### src/rtl/uart_tx_fifo_pkg.sv
// rtl/uart_tx_fifo_pkg.sv - shared UART byte type and FIFO depth default
package uart_tx_fifo_pkg;

    localparam int UART_FIFO_DEPTH = 256;

    typedef logic [7:0] uart_byte_t;

endpackage

### src/rtl/uart_tx_fifo.sv
// rtl/uart_tx_fifo.sv - byte FIFO feeding uart_tx through a tdata/tvalid/tready handshake
module uart_tx_fifo
    import uart_tx_fifo_pkg::*;
#(
    parameter int DEPTH = UART_FIFO_DEPTH,
    parameter int PTR_W = $clog2(DEPTH)
) (
    input  logic             clk,
    input  logic             rst,
    input  logic [7:0]       wr_data,
    input  logic             wr_en,
    output logic             full,
    output logic [PTR_W:0]   count,
    output logic             overflow,
    output logic [7:0]       tdata,
    output logic             tvalid,
    input  logic             tready
);

    localparam logic [PTR_W:0]   CNT_ONE  = (PTR_W+1)'(1);
    localparam logic [PTR_W:0]   CNT_FULL = (PTR_W+1)'(DEPTH);
    localparam logic [PTR_W-1:0] PTR_ONE  = PTR_W'(1);

    uart_byte_t       mem [DEPTH];
    logic [PTR_W-1:0] wr_ptr;
    logic [PTR_W-1:0] rd_ptr;
    logic [PTR_W:0]   n_count;
    logic             push;
    logic             pop;

    // push is gated by the registered full, so a pop in the same cycle never frees a slot early
    assign push = wr_en && !full;
    assign pop  = tvalid && tready;

    always_comb begin
        n_count = count;
        if (push && !pop)
            n_count = count + CNT_ONE;
        else if (pop && !push)
            n_count = count - CNT_ONE;
    end

    // storage has no reset and a single write port so it maps onto LUTRAM
    always_ff @(posedge clk) begin
        if (push)
            mem[wr_ptr] <= wr_data;
    end

    assign tdata = mem[rd_ptr];

    always_ff @(posedge clk) begin
        if (rst) begin
            wr_ptr   <= '0;
            rd_ptr   <= '0;
            count    <= '0;
            full     <= 1'b0;
            tvalid   <= 1'b0;
            overflow <= 1'b0;
        end else begin
            if (push)
                wr_ptr <= wr_ptr + PTR_ONE;
            if (pop)
                rd_ptr <= rd_ptr + PTR_ONE;
            count    <= n_count;
            full     <= (n_count == CNT_FULL);
            tvalid   <= (n_count != '0);
            overflow <= overflow || (wr_en && full);
        end
    end

endmodule

### config.mk
export PLATFORM = sky130hd
export DESIGN_NAME = uart_tx_fifo
export DESIGN_NICKNAME = d
export VERILOG_FILES = /design/src/rtl/uart_tx_fifo_pkg.sv /design/src/rtl/uart_tx_fifo.sv
export SDC_FILE = /design/constraint.sdc
export NUM_CORES = 2
export LEC_CHECK = 0
export ABC_AREA = 0
export BUFFER_PORTS_ARGS = -buffer_cell sky130_fd_sc_hd__buf_2
export CORE_MARGIN = 2
export CORE_UTILIZATION = 30
export DETAILED_ROUTE_END_ITERATION = 8
export GPL_ROUTABILITY_DRIVEN = 1
export GPL_TIMING_DRIVEN = 0
export PLACE_DENSITY = 0.53
export SLEW_MARGIN = 5
export SYNTH_ARGS = -nofsm -noshare
export SYNTH_HDL_FRONTEND = slang
export SYNTH_SLANG_ARGS = --single-unit
export TNS_END_PERCENT = 10
### constraint.sdc
create_clock -name clk -period 2.35 [get_ports clk]
set_input_delay 0.235 -clock clk [delete_from_list [all_inputs] [get_ports clk]]
set_output_delay 0.235 -clock clk [all_outputs]
set_load 0.02 [all_outputs]
Word level (Yosys, flattened, before mapping):

Memory sizes are Yosys's and may differ from the RTL's. A register that Yosys moved wholly into a read port is not among the register bits.
Index checks and enable logic that the tools add are counted.

* add/sub/neg operators: 4
* reduce and logical (&&, ||, !) cells: 10
* equal/unequal tests: 1
* multiplexer cells: 6

Operators with widths (count)
* $mux W9: 2
* $add A8 B1 Y8 const B: 2
* $mux W8: 2
* $add A9 B1 Y9 const B: 1
* $eq A9 B9 Y1 const B: 1
* $reduce_bool A9 Y1: 1
* $sub A9 B1 Y9 const B: 1
* $logic_and A1 B1 Y1: 5
* $logic_not A1 Y1: 3
* $mux W1: 2
* $logic_or A1 B1 Y1: 1

* memories: 1
* RAM bits: 2048
* input bits: 12
* flip-flop bits (word level): 28
* word-level logic and storage cells: 28
* output and inout bits: 20

Memories
* mem: words 256, width 8, read ports 1, clocked after memory_dff 1, write ports 1, RTL line uart_tx_fifo.sv:24 `uart_byte_t mem [DEPTH];`

Logic depth before layout (Yosys ltp):

* depth in word-level cells: 7
* mapped depth: 13
* mapped depth without buffers: 8

Least setup slack after synthesis:

OpenSTA, ideal clock, no wires.

* path type: register to output
* start: register with a tool-made name
* end: output port tdata[6]
* setup slack: -0.382 ns
* buffers on the path: 5
* cell stages (with the launch flop): 12
* arrival time: 2.497 ns
* data required time: 2.115 ns
* cells stage by stage: dfxtp_1 buf_6 buf_12 buf_8 buf_8 buf_6 nand3b_2 o221ai_1 a21oi_1 a211oi_1 nor4_1 nor4_1

RTL lines
* to (decl): RTL line uart_tx_fifo.sv:15 `output logic [7:0] tdata,`

==> out/qor_table.md <==
| Step | Metric | Reported |
|:---|:---|:---|
| place | Half-perimeter wire length of the detailed placement result | 189,000 um |
| worst setup path | CP Launch Type | register |
| timing | Total Neg Setup Slack | -555,080 ps |
| pwr | Switching fraction of total power | 24.8% |
| worst setup path | Critical path data required time | 2120 ps |
| cts | Max Root-Sink Buffers | 3 |
| finish | Final non-filler cell area | 0.0992 mm2 |
| global routing | Largest net degree at the start of global routing | 156 |
| floorplanning | Number of top-level pins | 32 |
| worst setup path | CP most frequent cell | sky130_fd_sc_hd__buf_16 |
| synthesis | Sequential area share after synthesis | 76.8% |
| cts | Clock buffer count from CTS | 217 |
| finish | Number of nets in the layout | 4,350 |
| drt | Final routed wire length divided by cell count | 36.0 um |
| timing | Tightest slew margin relative to the limit | 13.9% |
| timing | Setup ws final | -1980 ps |
| drt | Pre-Repair DR Iteration Count | 6 |
| worst setup path | Reg2Reg Capture Point | mem[156][6] |
| worst setup path | Worst path max stage delay | 570 ps |
| floorplanning | Core Footprint | 0.268 mm2 |
| finish | Area delta synth->final | 22.5% |
| cts | Clock Sink Count | 2,084 |
| timing | Final setup vio count | 1,633 |
| timing | Max-slew violation count | 0 |
| worst setup path | Crit path capture | tdata[2] |
| timing | Share of the clock period used by the worst path after layout | 184% |
| cts | Clock-pin slew on the worst setup and hold paths | 60 ps |
| global routing | Antenna violations before repair | 18 |
| place | IO buf count | 30 |
| pwr | Max VDD drop | 0.789 mV |
| worst setup path | Category of the worst setup path capture point | primary output |
| worst setup path | Number of cells on the worst reg-to-reg path | 5 |
| synthesis | Register bit total from synthesis | 2,084 |
| floorplanning | Die height | 524 um |
| status | Failing checks | negative setup slack |
| pwr | Fraction of power consumed by sequential logic | 47.7% |
| timing | Unrepaired setup endpoints after global routing | true |
| worst setup path | Critical Path AT | 4090 ps |
| timing | Worst clock skew on the final layout | 52.7 ps |
| synthesis | Async SR Flop Fraction | 0% |
| pwr | Clock Power Share | 39.6% |
| worst setup path | Register-to-register setup slack | -740 ps |
| worst setup path | Worst r2r src | wr_ptr[4] |
| synthesis | Avg Synthesized Cell Area | 20.8 um2 |
| worst setup path | CP max stage cell | sky130_fd_sc_hd__a211oi_4 |
| worst setup path | Worst-path fanout max | 11 |
| cts | CTS root buf | sky130_fd_sc_hd__clkbuf_16 |
| pwr | Power after layout | 85.8 mW |
| finish | Share of post-route cells with drive strength above 1 | 33.7% |
| floorplanning | Die extent in x | 524 um |
| job | Max-cap viol count | 0 |
| synthesis | Number of warning messages in the yosys log | 0 |
| timing | Worst Max-Slew Pin Slew | 1290 ps |
| worst setup path | Number of cells on the critical path | 10 |
| pwr | Internal power summed over all cells | 64.5 mW |
| drt | Vias after detailed routing | 44,900 |
| pwr | Part of the power in combinational logic | 12.6% |
| timing | Achievable Freq | 231 MHz |
| worst setup path | Top cell family by delay on the critical path | compound AO/OA/AOI/OAI gates |
| synthesis | Number of cells produced by synthesis | 3,893 |
| global routing | Global-route wire length before repair | 384,000 um |
| finish | Final Non-Filler Cells | 8,076 |
| synthesis | Synthesized Nets | 3,912 |
| synthesis | Predominant post-synthesis flop cell | sky130_fd_sc_hd__edfxtp_1 |
| drt | Total wirelength of the detailed-routed design | 291,000 um |
| floorplanning | Initial core utilization | 30.2% |
| pwr | Power per Cell Area | 864 mW/mm2 |
| synthesis | Number of synthesized flops with an enable pin | 2,048 |
| place | Number of placed instances, taps included | 7,492 |
| global routing | Global-route congestion overflow total | 0 |
| global routing | Vias in the first global route | 42,700 |
| worst setup path | Setup Crit Path Kind | reg2out |
| hold path | Hold Crit Class | in2reg |
| synthesis | Ranking of synthesized cells by area | sky130_fd_sc_hd__edfxtp_1 76%, sky130_fd_sc_hd__mux4_2 13%, sky130_fd_sc_hd__mux2i_1 1.7% |
| global routing | Global-route usage over all layers | 20.8% |
| finish | Core Util, Final | 37.0% |
| drt | Number of routed nets with antenna violations | 0 |
| place | Area after DPL | 0.0864 mm2 |
| place | Final weighted congestion of routability-driven global placement | 0.946 |
| floorplanning | Row cnt | 190 |
| synthesis | Fraction of post-synthesis cell area in the top cell type by area | 75.9% |
| cts | CTS tree | built |
| cts | Maximum level of the CTS H-tree | 4 |
| floorplanning | Area of the die | 0.274 mm2 |
| pwr | Standby leakage power | 29.8 nW |
| status | Run status | finished with violations |
| worst setup path | Ordered list of cells on the worst path | buf_12, buf_16, buf_16, buf_16, mux4_2, a221oi_4, o22ai_2, a211oi_4, nor4_4, buf_4 |
| drt | Vias/cell | 5.56 |
| timing | Final Hold Fails | 0 |
| pwr | Switching power summed over all nets | 21.2 mW |
| synthesis | Post-synthesis instance area | 0.0810 mm2 |
| drt | DRC errors left | 0 |
| drt | DRC marker count from the first detailed-route iteration | 7,291 |
| cts | Later-pin clock latency in the skew report | 880 ps |
| synthesis | Leading area contributor after synthesis | sky130_fd_sc_hd__edfxtp_1 |
| timing | Post-layout minimum cycle time | 4330 ps |
| synthesis | Count of different cell masters after synthesis | 58 |
| worst setup path | WP buf/inv | 5 |
-- what timing repair did --
item / 4_1_cts / 5_1_grt
cloned: 0 / 4
resized for setup: 638 / 298
pin swaps: 73 / 67
endpoints found under the setup margin: 2060 / 2050
buffers inserted: 86 / 83
hold endpoints to repair: 519 / 0
hold buffers: 12 / 0
-- placed cells by master (no fill, tap or decap), drive strengths merged, types with 62 or more instances in the layout --
cell type | synthesis | final
nor2 | 307 | 307
a22oi | 62 | 62
edfxtp | 2048 | 2048
mux2i | 139 | 139
a21oi | 75 | 75
mux4 | 468 | 468
clkinv | 3 | 96
buf | 125 | 360
nand2 | 97 | 97
clkbuf | 111 | 356
-- cells by family after synthesis --
| family | share of synthesized area, % |
|---|---|
| XOR/XNOR | 0.184 |
| adder cells (fa/ha/maj) | 0.108 |
| flip-flops | 76.8 |
| buffers and inverters | 1.83 |
| AO/OA/AOI/OAI | 3.21 |
| multiplexers | 14.9 |
| AND/OR/NAND/NOR | 2.93 |
-- through the flow --
step / hold slack [ps] / setup slack (ps)
detailed placement: 461 / -3220
global placement: 461 / -3910
CTS: 169 / -2000
global route: 193 / -1980
floorplan: 334 / -86.7
finish: 205 / -1980
-- state kept, by name, summed over array words and instances (netlist names), named ones only --
name      cells
wr_ptr        8
tvalid        1
mem        2048
full          1
rd_ptr        8
overflow      1
count         9
-- metal layers --
| layer | vias up | global-route usage [%] | part of all wire, % |
|---|---|---|---|
| met1 | 24300 | 28.5 | 39 |
| met5 | - | 0 | 0.014 |
| met3 | 560 | 5.12 | 11 |
| met4 | 6 | 10.1 | 5.2 |
| met2 | 2900 | 30.7 | 44 |
| li1 | 17200 | - | - |
-- area by class of cell --
class                           instances  area (um2)
Antenna cell                            9        22.5
Inverter                               12        51.3
Sequential cell                      2084       62200
Timing Repair Buffer                  232        2780
Clock buffer                          273        5700
Clock inverter                        130        1240
Buffer                                223        3310
Fill cell                           24300      169000
Tap cell                             3552        4440
Multi-Input combinational cell       1561       19400
-- power groups by stage --
| stage | registers [mW] | clock network, mW | logic [mW] |
|---|---|---|---|
| after floorplan | 41.7 | 0 | 4.70 |
| after global placement | 41.9 | 0 | 8.65 |
| after detailed placement | 41.7 | 0 | 8.82 |
| after CTS | 40.9 | 34.2 | 10.1 |
| after global routing | 40.9 | 35.6 | 11.0 |
| final | 40.9 | 34.0 | 10.8 |
-- how the worst min path moves through the flow --
stage | from | end | slack, ps | cells past startpoint
3_3_place_gp | overflow | overflow | 460 | 2
5_1_grt | wr_data[6] | mem[171][6] | 190 | 2
4_1_cts | wr_data[6] | mem[171][6] | 170 | 2
3_5_place_dp | overflow | overflow | 460 | 2
6_report | wr_data[6] | mem[171][6] | 210 | 2
2_1_floorplan | wr_data[0] | mem[0][0] | 330 | 0
-- cells in the mapped netlist (6+ instances only) --
library cell,n
sky130_fd_sc_hd__a211oi_1,24
sky130_fd_sc_hd__a21oi_1,75
sky130_fd_sc_hd__a221oi_1,30
sky130_fd_sc_hd__a22o_1,22
sky130_fd_sc_hd__a22oi_1,62
sky130_fd_sc_hd__a31oi_1,6
sky130_fd_sc_hd__and3_1,9
sky130_fd_sc_hd__buf_1,6
sky130_fd_sc_hd__buf_2,49
sky130_fd_sc_hd__buf_4,27
sky130_fd_sc_hd__buf_6,31
sky130_fd_sc_hd__buf_8,8
sky130_fd_sc_hd__clkbuf_1,111
sky130_fd_sc_hd__dfxtp_1,36
sky130_fd_sc_hd__edfxtp_1,2048
sky130_fd_sc_hd__ha_1,7
sky130_fd_sc_hd__inv_1,8
sky130_fd_sc_hd__mux2_2,15
sky130_fd_sc_hd__mux2i_1,139
sky130_fd_sc_hd__mux4_2,468
sky130_fd_sc_hd__nand2_1,97
sky130_fd_sc_hd__nand2b_1,11
sky130_fd_sc_hd__nand3_1,45
sky130_fd_sc_hd__nand4_1,10
sky130_fd_sc_hd__nor2_1,307
sky130_fd_sc_hd__nor2b_1,21
sky130_fd_sc_hd__nor3_1,9
sky130_fd_sc_hd__nor4_1,9
sky130_fd_sc_hd__o21ai_0,26
sky130_fd_sc_hd__o221ai_1,52
sky130_fd_sc_hd__o22ai_1,44
sky130_fd_sc_hd__or2_2,10
sky130_fd_sc_hd__xor2_1,13
Power figures use the tool's default switching activity.
